**config.mk**
```make
export PLATFORM = sky130hd
export DESIGN_NAME = inst_uncache_burst
export DESIGN_NICKNAME = d
export VERILOG_FILES = /design/src/rtl/inst_uncache_burst_pkg.sv /design/src/rtl/inst_uncache_fifo.sv /design/src/rtl/inst_uncache_burst.sv
export SDC_FILE = /design/constraint.sdc
export NUM_CORES = 1
export LEC_CHECK = 0
export BUFFER_PORTS_ARGS = -buffer_cell sky130_fd_sc_hd__buf_2
export CAP_MARGIN = 25
export CELL_PAD_IN_SITES_DETAIL_PLACEMENT = 0
export CELL_PAD_IN_SITES_GLOBAL_PLACEMENT = 2
export CORE_MARGIN = 8
export CORE_UTILIZATION = 37
export CTS_CLUSTER_DIAMETER = 80
export DETAILED_ROUTE_END_ITERATION = 10
export HOLD_SLACK_MARGIN = 0.02
export PLACE_DENSITY = 0.83
export REMOVE_ABC_BUFFERS = 1
export SYNTH_ARGS = -nofsm -noshare
export SYNTH_HDL_FRONTEND = slang
export SYNTH_SLANG_ARGS = --single-unit
```
**constraint.sdc**
```tcl
create_clock -name clk -period 2.03 [get_ports clk]
set_input_delay 0.203 -clock clk [delete_from_list [all_inputs] [get_ports clk]]
set_output_delay 0.203 -clock clk [all_outputs]
set_load 0.03 [all_outputs]
```
**src/rtl/inst_uncache_burst_pkg.sv**
```systemverilog
// Shared constants for the uncached instruction-fetch burst bridge and its AR queue.
package inst_uncache_burst_pkg;

    localparam logic [3:0] I_UNCACHE_ARID = 4'd2;
    localparam logic [1:0] BURST_INCR     = 2'b01;
    localparam logic [2:0] SIZE_4B        = 3'b010;
    localparam int         WORD_W         = 32;
    localparam int         ADDR_TAG_W     = 30;

    function automatic logic [3:0] arlen_of(input int beats);
        return 4'(beats - 1);
    endfunction

endpackage

```
**src/rtl/inst_uncache_fifo.sv**
```systemverilog
// Small synchronous FIFO with occupancy count; holds word-aligned fetch addresses awaiting AR issue.
module inst_uncache_fifo
    import inst_uncache_burst_pkg::*;
#(
    parameter int WIDTH = ADDR_TAG_W,
    parameter int DEPTH = 2
) (
    input  logic                       clk,
    input  logic                       rstn,
    input  logic                       push,
    input  logic [WIDTH-1:0]           push_data,
    input  logic                       pop,
    output logic [WIDTH-1:0]           pop_data,
    output logic                       full,
    output logic                       empty,
    output logic [$clog2(DEPTH+1)-1:0] count
);

    localparam int PTR_W = (DEPTH > 1) ? $clog2(DEPTH) : 1;
    localparam int CNT_W = $clog2(DEPTH + 1);

    logic [WIDTH-1:0] mem [DEPTH];
    logic [PTR_W-1:0] wr_ptr;
    logic [PTR_W-1:0] rd_ptr;
    logic [CNT_W-1:0] cnt;
    logic             do_push;
    logic             do_pop;

    function automatic logic [PTR_W-1:0] next_ptr(input logic [PTR_W-1:0] p);
        return (p == PTR_W'(DEPTH - 1)) ? '0 : p + PTR_W'(1);
    endfunction

    assign full     = (cnt == CNT_W'(DEPTH));
    assign empty    = (cnt == '0);
    assign count    = cnt;
    assign pop_data = mem[rd_ptr];

    // A pop frees the head slot in the same cycle, so a push into a full FIFO is allowed then.
    assign do_pop  = pop & ~empty;
    assign do_push = push & (~full | do_pop);

    always_ff @(posedge clk or negedge rstn) begin
        if (!rstn) begin
            wr_ptr <= '0;
            rd_ptr <= '0;
            cnt    <= '0;
            for (int i = 0; i < DEPTH; i++) begin
                mem[i] <= '0;
            end
        end else begin
            if (do_push) begin
                mem[wr_ptr] <= push_data;
                wr_ptr      <= next_ptr(wr_ptr);
            end
            if (do_pop) begin
                rd_ptr <= next_ptr(rd_ptr);
            end
            if (do_push && !do_pop) begin
                cnt <= cnt + CNT_W'(1);
            end else if (!do_push && do_pop) begin
                cnt <= cnt - CNT_W'(1);
            end
        end
    end

endmodule

```
**src/rtl/inst_uncache_burst.sv**
```systemverilog
// Uncached instruction-fetch bridge: BEATS-word INCR bursts, up to OUTSTANDING in-order fetches,
// fetch cancel by counting completions to discard, and AXI read-error reporting.
module inst_uncache_burst
    import inst_uncache_burst_pkg::*;
#(
    parameter int         BEATS       = 2,
    parameter int         OUTSTANDING = 2,
    parameter logic [3:0] ARID        = I_UNCACHE_ARID
) (
    input  logic                    clk,
    input  logic                    rstn,
    input  logic                    inst_req,
    input  logic [31:0]             inst_addr,
    input  logic                    inst_cancel,
    output logic                    inst_addr_ok,
    output logic                    inst_data_ok,
    output logic [WORD_W*BEATS-1:0] inst_rdata,
    output logic                    inst_err,
    output logic [3:0]              arid,
    output logic [31:0]             araddr,
    output logic [3:0]              arlen,
    output logic [2:0]              arsize,
    output logic [1:0]              arburst,
    output logic [1:0]              arlock,
    output logic [3:0]              arcache,
    output logic [2:0]              arprot,
    output logic [3:0]              arqos,
    output logic                    arvalid,
    input  logic                    arready,
    input  logic [3:0]              rid,
    input  logic [31:0]             rdata,
    input  logic [1:0]              rresp,
    input  logic                    rlast,
    input  logic                    rvalid,
    output logic                    rready
);

    localparam int CNT_W = $clog2(OUTSTANDING + 1);
    localparam int IDX_W = (BEATS > 1) ? $clog2(BEATS) : 1;
    localparam logic [CNT_W-1:0] OUT_MAX  = CNT_W'(OUTSTANDING);
    localparam logic [IDX_W-1:0] IDX_LAST = IDX_W'(BEATS - 1);

    logic [CNT_W-1:0]         out_cnt;
    logic [CNT_W-1:0]         drop_cnt;
    logic [IDX_W-1:0]         beat_idx;
    logic                     err_acc;
    logic                     ovf;
    logic [WORD_W-1:0]        words_q [BEATS];
    logic [WORD_W*BEATS-1:0]  words_next;

    logic                     accept;
    logic                     ar_pop;
    logic [ADDR_TAG_W-1:0]    ar_head;
    logic                     ar_full;
    logic                     ar_empty;
    logic [CNT_W-1:0]         ar_count;
    logic                     beat_hit;
    logic                     done;
    logic                     emit;
    logic                     unused_bits;

    // Handshakes: a transfer happens on a cycle where valid & ready; once arvalid rises, araddr is
    // the FIFO head and stays put until arready; rready is tied high so every R beat is taken.
    assign accept       = inst_req & ~inst_cancel & (out_cnt < OUT_MAX) & ~ar_full;
    assign inst_addr_ok = accept;
    assign ar_pop       = arready & ~ar_empty;

    inst_uncache_fifo #(
        .WIDTH (ADDR_TAG_W),
        .DEPTH (OUTSTANDING)
    ) u_ar_fifo (
        .clk       (clk),
        .rstn      (rstn),
        .push      (accept),
        .push_data (inst_addr[31:2]),
        .pop       (ar_pop),
        .pop_data  (ar_head),
        .full      (ar_full),
        .empty     (ar_empty),
        .count     (ar_count)
    );

    assign arvalid = ~ar_empty;
    assign araddr  = {ar_head, 2'b00};
    assign arid    = ARID;
    assign arlen   = arlen_of(BEATS);
    assign arsize  = SIZE_4B;
    assign arburst = BURST_INCR;
    assign arlock  = 2'b00;
    assign arcache = 4'b0000;
    assign arprot  = 3'b000;
    assign arqos   = 4'b0000;
    assign rready  = 1'b1;

    assign unused_bits = ^{inst_addr[1:0], rresp[0], ar_count};

    // A stray rlast with nothing outstanding still resets the collector but completes nothing.
    assign beat_hit = rvalid & (rid == ARID);
    assign done     = beat_hit & rlast & (out_cnt != '0);
    assign emit     = done & (drop_cnt == '0) & ~inst_cancel;

    always_comb begin
        words_next = '0;
        for (int i = 0; i < BEATS; i++) begin
            words_next[WORD_W*i +: WORD_W] = (beat_hit && beat_idx == IDX_W'(i)) ? rdata : words_q[i];
        end
    end

    always_ff @(posedge clk or negedge rstn) begin
        if (!rstn) begin
            out_cnt      <= '0;
            drop_cnt     <= '0;
            beat_idx     <= '0;
            err_acc      <= 1'b0;
            ovf          <= 1'b0;
            inst_data_ok <= 1'b0;
            inst_rdata   <= '0;
            inst_err     <= 1'b0;
            for (int i = 0; i < BEATS; i++) begin
                words_q[i] <= '0;
            end
        end else begin
            out_cnt <= out_cnt + CNT_W'(accept) - CNT_W'(done);

            // Cancel retires everything already in flight; responses are in order, so the next
            // drop_cnt completions are exactly those older fetches.
            if (inst_cancel) begin
                drop_cnt <= out_cnt - CNT_W'(done);
            end else if (done && drop_cnt != '0) begin
                drop_cnt <= drop_cnt - CNT_W'(1);
            end

            if (beat_hit) begin
                words_q[beat_idx] <= rdata;
                if (rlast) begin
                    beat_idx <= '0;
                    err_acc  <= 1'b0;
                    ovf      <= 1'b0;
                end else begin
                    err_acc <= err_acc | rresp[1];
                    if (beat_idx == IDX_LAST) begin
                        ovf <= 1'b1;
                    end else begin
                        beat_idx <= beat_idx + IDX_W'(1);
                    end
                end
            end

            inst_data_ok <= emit;
            if (emit) begin
                inst_rdata <= words_next;
                inst_err   <= err_acc | ovf | rresp[1] | (beat_idx != IDX_LAST);
            end
        end
    end

endmodule

```
==> results, run 1 <==
- The run finished with clean final reports.
- The worst min-delay path class is in2reg.
- In this run the register-to-register setup slack is 0.15 ns.
- Routability-driven placement finished with a final weighted congestion of 0.738.
- The starting utilization of the core area is 0.376.
- The fraction of final layout cells sized beyond drive strength 1 is 0.572.
- The synthesized area is 0.00819 mm^2.
- The setup slack at placement is -0.0624 ns.
- The worst-case IR drop observed on VDD is 0.000598 V.
- Synthesis produced a netlist whose cell count is 521.
- The fraction of post-synthesis cell area in the top cell type by area is 0.614.
- The cell area power density is 1310 mW/mm^2.
- The total number of vias is 5052.
- By area the synthesized netlist is led by dfrtp_1, mux2_2, buf_4.
- The maximum number of pins on one net before global-route repair is 64.
- The quantity of hold-fixing buffers added after cts is 69.
- Once the clock tree was built, the setup fixing pass inserted 0 buffers.
- In this run the mean area of a mapped cell was 15.7 um^2.
- Once placement finished, the instance area stood at 0.00946 mm^2.
- The summed negative setup slack over all endpoints is 0 ns.
- The slew of the pin with the lowest slew margin is 0.562 ns.
- The type of element launching the critical path is a flop.
- Along the worst path, the maximum fanout reaches 30.
- For this run, the number of Yosys warnings is 0.
- The finished cells cover 0.0110 mm^2.
- The final hold violation count was 0.
- The number of pins exceeding their max-slew limit in the final report is 0.
- Setup violations remaining at the end of the flow were counted as 0.
- The share of the Yosys chip area taken by registers is 0.614.
- In this run the remaining antenna-violating nets after routing total 0.
- In this run, the number of DRC markers left after iteration 0 of detailed routing was 192.
- The H-tree depth reported by CTS is 1.
- STA classifies the critical path endpoint as a primary output.
- In this run the tool buffered the top-level ports with 171 buffer cells.
- The number of antenna violations at the first check in global routing came to 1.
- Clock-pin slew was measured on the worst setup and hold paths at 0.06 ns.
- The number of placement rows is 54.
- The post-detailed-route DRC marker count is 0.
- The via density per instance is 4.68.
- Counting flops with a built-in enable in the synthesized netlist gives 0.
- After legalization and detailed placement, the total HPWL measured 13000 um.
- The number of top-level design ports is 204.
- The storage element area is 0.00503 mm^2.
- The completed layout was analyzed and its total power is 14.5 mW.
- The average routed wire per standard cell is 17.4 um.
- In the post-route analysis, the smallest setup slack over all paths is 0.118 ns.
- In the final layout, the multi-input gates occupy 0.00291 mm^2.
- The total area inside the core boundary comes to 0.0218 mm^2.
- The minimum clock period after layout is 1.91 ns.
- The post-cts sizing count is 0.
- Data on the critical path arrives at its endpoint at 1.71 ns.
- The clock latency reported for the late side of the worst-skew pair is 0.49 ns.
- From synthesis to final layout, the design area changed by 34.8%.
- The analysis attributes to cell leakage a power of 5.52 nW.
- The synthesized design contains 201 register bits.
- The worst path required time is 1.83 ns.
- In the global route stage, overall resource usage came out at 0.137.
- Summed over all instances, the cell type with the most area after synthesis is dfrtp_1.
- The top cell types in the final layout, fill and taps aside, are mux2_2, dfrtp_1, buf_2.
- The number of buffers on the longest clock path is 3.
- The TritonCTS clock tree is yes.
- Among all flip-flop cells after synthesis, the most frequent one is dfrtp_1.
- The height of the chip is 165 um.
- Buffers inserted during clock tree synthesis total 23.
- The highest achievable clock rate is 523 MHz.
- The pre-antenna-repair detailed-routing pass consisted of 4 iterations.
- Measured against its own limit, the worst slew margin works out to 0.625.
- The first global-routing pass estimated 29800 um of wire.
- The number of max-capacitance violations reported is 0.
- Setup repair after global routing left no endpoint under its margin.
- In this run, distinct cell masters in the synthesized netlist total 32.
- Summed over all layers, the routed wires come to 18800 um.
- The clock arrives with 0.00562 ns of skew.
- The kind of critical path is reg2out.
- The fraction of the cycle the final worst path needs is 0.942.
- The final-stage net count is 863.
- Of all flip-flops after synthesis, the portion carrying an async set or reset was 1.00.
- The die covers 0.0271 mm^2.
- The number of global-route vias before repair is 5669.
- For this run the aggregate overflow at the end of global routing stands at 0.
- The commonest non-fill, non-tap cell in the layout is mux2_2.
- The die is 165 um wide.
- The root buffer cell chosen for the clock tree is clkbuf_16.
- The clock net in this run drives a total of 201 sinks.
- The layout has 1852 filler cells.
[cell usage after synthesis (2+ instances only)]
library cell  count
mux2_2          217
dfrtp_1         201
buf_4            30
buf_2            11
nor2_1            7
clkbuf_1          5
nand2_1           5
xnor2_1           4
buf_1             3
buf_6             3
ha_1              3
inv_1             3
nor2b_1           3
xor2_1            3
a21oi_1           2
conb_1            2
mux2i_1           2
nor4b_1           2
nor4b_2           2
[where the power goes]
group	switching [mW]	internal (mW)
Sequential	0.448	5.03
Combinational	2.37	1.89
Clock	1.59	3.19
[critical path, cell delays in order (launching register included)]
cell and delay, ns:
dfrtp_1 0.41, buf_12 0.23, mux2_2 0.38, buf_2 0.18
[sequential cells by signal, summed over array words and instances, names as in the netlist, 2 cells and up]
| register | count |
|---|---|
| u_ar_fifo.count | 2 |
| u_ar_fifo.mem | 60 |
| words_q | 64 |
| drop_cnt | 2 |
| inst_rdata | 64 |
| out_cnt | 2 |
[worst paths after layout]
path	cells past startpoint	start	end
max	3	u_ar_fifo.rd_ptr	araddr[11]
min	5	rid[2]	err_acc
max reg2reg	6	drop_cnt[0]	inst_rdata[21]
min reg2reg	1	words_q[51]	words_q[51]
max in group asynchronous	3	rstn	u_ar_fifo.mem[10]
min in group asynchronous	2	rstn	u_ar_fifo.mem[31]
[through the flow]
stage | util | instances | hold slack [ns]
global placement | 0.435 | 969 | 0.235
floorplan | - | 496 | -0.0926
finish | 0.508 | 1080 | 0.231
detailed placement | 0.435 | 969 | 0.252
CTS | 0.507 | 1079 | 0.201
global route | 0.508 | 1080 | 0.255
[layer usage]
metal	up-vias	wire length (um)	global-route usage
li1	2302	-	-
met1	2547	7890	0.167
met3	25	1880	0.0494
met2	178	8750	0.229
met5	-	0	0
met4	0	246	0.0283
[area by class of cell]
class / count / area share
tap: 280 / 0.0317
sequential: 201 / 0.456
antenna: 1 / 0.000227
clock inverter: 14 / 0.0247
multi-input combinational: 292 / 0.263
clock buffer: 27 / 0.0562
timing repair buffer: 262 / 0.167
inverter: 3 / 0.00102
[logic make-up (layout without fill, tap and decap cells)]
kind of cell    Yosys count  after routing  synth area share
flops                   201            201             0.614
simple gates             27             27            0.0226
other cells               2             30          0.000917
buf+inv                  55            306            0.0434
xor+xnor                  7              7           0.00749
fa+ha+maj                 3              3           0.00458
mux                     220            220             0.302
compound gates            6              6           0.00458
No activity file was read; power rests on OpenSTA's default activity.
==> inputs of run 2 (changes only) <==
--- a/config.mk
+++ b/config.mk
@@ -5,16 +5,18 @@
 export SDC_FILE = /design/constraint.sdc
 export NUM_CORES = 1
 export LEC_CHECK = 0
+export ABC_AREA = 1
 export BUFFER_PORTS_ARGS = -buffer_cell sky130_fd_sc_hd__buf_2
 export CAP_MARGIN = 25
 export CELL_PAD_IN_SITES_DETAIL_PLACEMENT = 0
 export CELL_PAD_IN_SITES_GLOBAL_PLACEMENT = 2
 export CORE_MARGIN = 8
-export CORE_UTILIZATION = 37
+export CORE_UTILIZATION = 32
+export CTS_BUF_LIST = sky130_fd_sc_hd__clkbuf_4
 export CTS_CLUSTER_DIAMETER = 80
 export DETAILED_ROUTE_END_ITERATION = 10
 export HOLD_SLACK_MARGIN = 0.02
-export PLACE_DENSITY = 0.83
+export PLACE_DENSITY = 0.84
 export REMOVE_ABC_BUFFERS = 1
 export SYNTH_ARGS = -nofsm -noshare
 export SYNTH_HDL_FRONTEND = slang
==> run 2 against run 1 <==
  * Count of clock-buffer cells in the layout is 58 higher
  * Via count is 39% higher
  * Setup slack worse by 0.092 ns
  * Routed wire length is 28% higher
  * Cell count is 51% higher
  * Critical endpoint is now inst_rdata[41]
==> results, run 2 <==
- By area the synthesized netlist is led by dfrtp_1, nand2_1, o21ai_0.
- The kind of critical path is in2reg.
- The fraction of the cycle the final worst path needs is 0.987.
- For this design the static power due to leakage is 6.39 nW.
- The synthesis-stage register bit count is 201.
- The TritonCTS clock tree is yes.
- In this run the deepest clock path goes through 3 buffers.
- The final weighted congestion of routability-driven global placement is 0.714.
- The top cell type by total area after synthesis is dfrtp_1.
- The number of setup violations in the final report is 0.
- The first global-routing pass estimated 38500 um of wire.
- The number of synthesized flops with an enable pin is 0.
- Clock tree synthesis inserted a total of 54 buffers.
- The final hold violation count came to 0.
- The H-tree depth reported by CTS is 2.
- The number of pins exceeding their max-slew limit in the final report is 0.
- Dividing the detail-routed via count by the number of cells gives 4.30.
- The share of power burned in registers is 0.421.
- The number of placement rows is 59.
- Setup repair after global routing could not meet its margin everywhere.
- Of the total power, combinational logic draws 0.300.
- The count of input and output buffers is 171.
- The overflow left after global routing is 0.
- The number of inserted filler cells in the final layout is 2653.
- For this design the top-level I/O count stands at 204.
- The type of element launching the critical path is a primary input.
- The number of cells on the worst reg-to-reg path is 8.
- The netlist uses 30 different library cells.
- The number of max-capacitance violations reported is 0.
- Entering global routing, the biggest net connects 61 pins.
- A synthesized cell averages 8.59 um^2.
- The number of antenna-violating nets in the routed design is 0.
- Detailed routing inserted a total of 7031 vias.
- The cell area power density is 1150 mW/mm^2.
- The number of buffers inserted by post-CTS setup repair is 0.
- The buffers plus inverters on the worst setup path is 5.
- The minimum clock period after layout is 2.00 ns.
- The number of global-route vias before repair is 7392.
- Adding up every negative setup slack in the final design gives 0 ns.
- The final-stage net count is 1336.
- The placeable core region is 0.0259 mm^2.
- Along the worst path, the maximum fanout reaches 26.
- The floorplan step set the die height to 178 um.
- The worst path required time is 2.62 ns.
- The startpoint identified for the worst register-to-register timing path is u_ar_fifo.count[0].
- After layout, the worst setup slack is 0.0268 ns.
- The fraction of final layout cells sized beyond drive strength 1 is 0.231.
- At the pin with the least slew margin, the transition time is 0.507 ns.
- For this design the total switching power over the nets is 4.65 mW.
- The element type at the critical path end is a flop.
- The wire length after detailed routing is 24000 um.
- Detailed placement ended at an HPWL of 14900 um.
- The number of placed instances with taps included is 1456.
- The total track usage is 0.150.
- The synthesized area is 0.00840 mm^2.
- The relative area change from synthesis to final layout is 32.3%.
- The top cell types in the final layout, fill and taps aside, are nand2_1, dfrtp_1, buf_2.
- The master cell of the clock root buffer is clkbuf_4.
- Counting every instance in the synthesized netlist gives 978.
- The largest registers in the layout are inst_rdata: 64 flops, words_q: 64 flops, u_ar_fifo.mem: 60 flops.
- The portion of total power attributed to the clock network is 0.279.
- The internal power of the cells totals 8.09 mW.
- The commonest non-fill, non-tap cell in the layout is nand2_1.
- Dividing the detail-routed wire length by the instance count gives 14.7 um.
- In the routed design, unresolved DRC markers number 0.
- The starting utilization of the core area is 0.324.
- The kind of cell with the highest combined delay along the critical path is buffers and inverters.
- Measured against its own limit, the worst slew margin works out to 0.662.
- By count the netlist is led by nand2_1, dfrtp_1, o21ai_0.
- The arrival time of the worst setup path is 2.59 ns.
- The tightest min-delay check is of the in2async type.
- The switching part of the total power is 0.365.
- The die covers 0.0317 mm^2.
- The most common cell in the synthesized netlist is nand2_1.
- The number of warnings printed during yosys synthesis is 0.
- Clock-pin slew was measured on the worst setup and hold paths at 0.06 ns.
- The number of antenna violations at the first check in global routing is 2.
- The clock skew is 0.0533 ns.
- The async set or reset register ratio after synthesis is 1.00.
- The power consumption is 12.7 mW.
- The worst-case vdd ir drop is 0.000752 V.
- The fraction of post-synthesis cell area in the top cell type by area is 0.598.
- In this run the register-to-register setup slack is 0.51 ns.
- The flow ran to the end, and the final reports show no timing, DRC or antenna violations.
- Traced cell by cell, the critical path runs through dlygate4sd3_1 > buf_2 > nor2_4 > dlygate4sd3_1 > nand4_4 > nor2_4 > nand3_2 > inv_4 > clkbuf_16 > nand2_1 > nand2_1.
- In this run the critical register-to-register path is captured at u_ar_fifo.count[1].
- The delay of the slowest cell on the worst path is 0.61 ns.
- The share of the Yosys chip area taken by registers is 0.598.
- The number of cells on the critical path is 11.
- The first TritonRoute pass finished after 5 iterations.
- The first routing iteration left 476 violations.
- The number of sinks on the clock net is 201.
- Based on the critical path, the design can be clocked at up to 499 MHz.
- Clock latency on the worst-skew pair, taken at its later pin, is 0.66 ns.
- The final non-filler cell total is 1635.
- Timing analysis after detailed placement gives a worst setup slack of 0.390 ns.
- The width of the die is 178 um.
- The top flip-flop cell by instance count after synthesis is dfrtp_1.
- The cell at the slowest stage of the critical path is dlygate4sd3_1.
## run 2: changes by cell type after synthesis, sizes merged, moves of 12 or more
cell	delta
buf	+12
clkbuf	+13
inv	+47
mux2	-218
nand2	+515
o21ai	+93
## run 2: worst max path at each step
stage	from	slack, ns	to
after floorplan	out_cnt[0]	-0.39	inst_rdata[0]
after global placement	inst_cancel	0.38	u_ar_fifo.mem[51]
after detailed placement	inst_cancel	0.39	u_ar_fifo.mem[50]
after CTS	u_ar_fifo.rd_ptr	0.02	araddr[23]
after global routing	u_ar_fifo.rd_ptr	-0.02	araddr[23]
final	rid[3]	0.03	inst_rdata[41]
## run 2: cells by family (layout without fill, tap and decap cells)
logic type | count (synthesis) | count (layout) | share of synthesized area
AOI/OAI and AO/OA | 99 | 99 | 0.0596
xor gates and xnor gates | 4 | 4 | 0.00417
adders and majority gates | 3 | 3 | 0.00447
buffers and inverters | 127 | 420 | 0.0792
DFF | 201 | 201 | 0.598
other | 2 | 31 | 0.000894
and+or+nand+nor | 542 | 542 | 0.253
## run 2: layer usage
| metal | GRT usage | up-vias | part of all wire |
|---|---|---|---|
| li1 | - | 3534 | - |
| met1 | 0.195 | 3242 | 0.47 |
| met4 | 0.0465 | 0 | 0.019 |
| met2 | 0.239 | 212 | 0.44 |
| met5 | 0 | - | 0 |
| met3 | 0.0423 | 43 | 0.068 |
## run 2: final cells by class
| type | instances | area [um^2] | area share |
|---|---|---|---|
| sequential | 201 | 5030 | 0.452 |
| multi-input combinational | 677 | 2810 | 0.253 |
| timing repair buffer | 272 | 1960 | 0.176 |
| clock buffer | 85 | 638 | 0.0574 |
| tap | 335 | 419 | 0.0377 |
| inverter | 50 | 193 | 0.0173 |
| clock inverter | 13 | 57.6 | 0.00518 |
| antenna | 2 | 5.00 | 0.000450 |
## run 2: timing repair
action,CTS,global route
hold buffers,77,0
endpoints found under the setup margin,0,62
resized for setup,0,10
hold endpoints to repair,397,0
## run 2: per-stage QoR
step	cell area, um^2	util	hold slack, ns
3_3_place_gp	9570	0.369	0.216
4_1_cts	11000	0.426	0.0419
5_1_grt	11100	0.429	0.0798
3_5_place_dp	9570	0.369	0.216
2_1_floorplan	8030	-	-0.0926
6_report	11100	0.429	0.117
## run 2: worst reg2reg max path, delay by kind of cell (launching register included)
kind	cells	cell delay [ns]
adder cells (fa/ha/maj)	1	0.31
AO/OA/AOI/OAI	2	0.23
flip-flops	1	0.39
buffers and inverters	2	0.15
XOR/XNOR	1	0.15
AND/OR/NAND/NOR	2	0.17
## run 2: power by group through the flow
stage	Clock (mW)	Sequential [mW]	Combinational, mW
after floorplan	0	5.51	2.33
after global placement	0	5.41	3.68
after detailed placement	0	5.43	3.73
after CTS	3.77	5.36	3.85
after global routing	3.96	5.47	4.32
final	3.56	5.36	3.82
==> inputs of run 3 (changes only) <==
--- a/config.mk
+++ b/config.mk
@@ -6,15 +6,15 @@
 export NUM_CORES = 1
 export LEC_CHECK = 0
 export ABC_AREA = 1
-export BUFFER_PORTS_ARGS = -buffer_cell sky130_fd_sc_hd__buf_2
 export CAP_MARGIN = 25
 export CELL_PAD_IN_SITES_DETAIL_PLACEMENT = 0
 export CELL_PAD_IN_SITES_GLOBAL_PLACEMENT = 2
 export CORE_MARGIN = 8
-export CORE_UTILIZATION = 32
+export CORE_UTILIZATION = 38
 export CTS_BUF_LIST = sky130_fd_sc_hd__clkbuf_4
 export CTS_CLUSTER_DIAMETER = 80
 export DETAILED_ROUTE_END_ITERATION = 10
+export DONT_BUFFER_PORTS = 1
 export HOLD_SLACK_MARGIN = 0.02
 export PLACE_DENSITY = 0.84
 export REMOVE_ABC_BUFFERS = 1
==> run 3 against run 2 <==
  * The run now ends with hold timing left
  * Total power is 3.1% lower
  * Combinational power is 15% lower
  * Sequential power is 2% higher
  * Largest cell class unchanged
  * Count of clock-buffer cells in the layout is 3 lower
  * Core utilization is 3.8 points higher
  * First-iteration DRC count is 26% lower
  * Die area is 14% lower
  * Sequential cell count stayed put
  * Register-to-register slack worse by 0.23 ns
  * Worst hold slack worse by 0.88 ns
  * Routed wire length is 8.7% lower
==> results, run 3 (synthesis gave the netlist of run 2 again) <==
- The height of the chip is 165 um.
- The number of buffers on the longest clock path is 3.
- For this block, the initial DRC count from the detailed router was 354.
- Data arrives at the worst endpoint at 2.49 ns.
- The average routed wire per standard cell is 15.6 um.
- The analysis attributes to cell leakage a power of 5.49 nW.
- Across the run, the number of max-cap violations was 0.
- The finished cells cover 0.0102 mm^2.
- The H-tree was split into 2 levels.
- TritonCTS built the clock tree.
- The final weighted congestion of routability-driven global placement is 0.719.
- Using the TritonRoute via totals, the vias-per-cell ratio works out to 4.51.
- The number of antenna violations at the first check in global routing is 2.
- The design draws 12.3 mW.
- The setup slack at placement is 0.479 ns.
- The number of sinks on the clock net is 201.
- In the final layout, the registers with the most flip-flops are inst_rdata: 64 flops, words_q: 64 flops, u_ar_fifo.mem: 60 flops.
- On the final layout, the worst hold slack is -0.761 ns.
- The worst slew margin relative to its limit is 0.537.
- The reg-to-reg critical path startpoint is beat_idx.
- In the global route stage, met3 resource usage came out at 0.0613.
- The worst min-delay path class is in2async.
- The number of global-route vias before repair is 6622.
- The clock-pin slew on the worst setup and hold paths is 0.07 ns.
- The cell area power density is 1220 mW/mm^2.
- The placeable core region is 0.0218 mm^2.
- The first-pass GRT wire length is 35200 um.
- Leaving out fill and tap cells, the most frequent cells in the layout are nand2_1, dfrtp_1, dlygate4sd3_1.
- In this run the core area contains 54 standard-cell rows.
- Post-CTS timing repair inserted 0 buffers for setup.
- For this run the aggregate overflow at the end of global routing stands at 0.
- The number of pins exceeding their max-slew limit in the final report is 0.
- The worst setup path startpoint is rid[3].
- Detailed routing inserted a total of 6330 vias.
- The number of antenna-violating nets in the routed design is 0.
- The count of buffers added on input and output ports is 0.
- The commonest non-fill, non-tap cell in the layout is nand2_1.
- In the finished design, the share of the clock period the worst path needs comes to 0.945.
- The worst-case vdd ir drop is 0.000390 V.
- The starting utilization of the core area is 0.386.
- The met1 track demand over resource in global routing is 0.207.
- The busiest metal layer after global routing is met2.
- The clock latency reported for the late side of the worst-skew pair is 0.67 ns.
- The post-detailed-placement half-perimeter wirelength is 12900 um.
- The total track usage is 0.163.
- The minimum setup slack in the final design is 0.112 ns.
- Setup total negative slack on the finished layout was measured at 0 ns.
- Setup violations remaining at the end of the flow were counted as 0.
- The slew of the pin with the lowest slew margin is 0.693 ns.
- The master cell of the clock root buffer is clkbuf_4.
- The type of element launching the critical path is a primary input.
- The final reports fail on hold timing.
- Setup repair after global routing left no endpoint under its margin.
- Across the routed clock network, the largest skew measured is 0.0512 ns.
- The setup path with the least slack is of type in2reg.
- The floorplan step defined a die boundary enclosing 0.0271 mm^2.
- In this run the worst path has a maximum fanout of 3.
- Data on the critical path is required at its endpoint by 2.60 ns.
- The number of iterations in the first detailed-routing pass is 6.
- Compared with the post-synthesis result, the final layout area differs by 20.9%.
- Timing would allow up to 521 MHz.
- In this run the horizontal extent of the chip is 165 um.
- For the finished layout, the period the worst path requires is 1.92 ns.
- The maximum number of pins on one net before global-route repair is 202.
- STA classifies the critical path endpoint as a flop.
- The final hold violation count is 201.
- In the routed design, unresolved DRC markers number 0.
- After the last flow step, the layout net total stands at 1162.
- The number of top-level design ports is 204.
- Summing all placed instances gives a cell area of 0.00855 mm^2.
- The wire length after detailed routing is 21900 um.
- The flow ran to the end, but the final reports show violations.
- In the final layout, the share of cells above drive strength 1 is 0.127.
- Counting the buffers created by CTS gives 55.
- The met2 track utilization from global routing is 0.255.
- Across all register-to-register paths, the minimum setup slack is 0.28 ns.
-- run 3: cell types whose count changed in the layout (fill, tap and decap cells not counted), moves of 3 or more --
cell and change:
dlygate4sd3_1 +6, buf_4 -3, nand2_1 -27, nand2_2 +27, inv_2 +3, clkinv_1 +3, clkbuf_4 -5, buf_2 -168
-- run 3: layer usage --
metal	share of wire	vias up
met1	0.45	2933
met3	0.089	34
met2	0.45	181
met4	0.015	0
li1	-	3182
met5	0	-
-- run 3: area by class of cell --
cell class | instances | area [um^2]
Timing Repair Buffer | 97 | 1000
Sequential cell | 201 | 5030
Clock buffer | 82 | 616
Clock inverter | 14 | 81.3
Inverter | 50 | 188
Multi-Input combinational cell | 677 | 2890
Fill cell | 2245 | 11600
Tap cell | 280 | 350
Antenna cell | 2 | 5.00
-- run 3: path summary, 6_finish.rpt --
check,endpoint,depth (start not counted)
worst max-delay path,err_acc,7
worst min-delay path,beat_idx,0
worst max register to register,inst_rdata[57],8
worst min register to register,words_q[21],2
max in group asynchronous,inst_rdata[33],0
min in group clk,words_q[50],3
-- run 3: metrics by stage --
stage,util,cells
final,0.467,1403
after detailed placement,0.393,1222
after global placement,0.393,1222
after floorplan,-,928
after global routing,0.467,1403
after CTS,0.464,1402
-- run 3: timing repair --
action / in CTS / in global routing
endpoints found under the hold margin: 402 / 205
resized for setup: 0 / 29
hold buffers: 84 / 1
endpoints found under the setup margin: 0 / 36
-- run 3: worst max-delay path, cell delays in order --
cell and delay, ns:
dlygate4sd3_1 0.58, nand3b_1 0.18, nor2_1 0.19, nand2_1 0.08
dlygate4sd3_1 0.56, a21oi_1 0.13, dlygate4sd3_1 0.57
-- run 3: power by group --
group	leakage, nW	switching (mW)	internal (mW)
Combinational	2.43	2.33	0.931
Clock	0.419	1.65	1.96
Sequential	2.65	0.527	4.95
Total	5.49	4.51	7.84
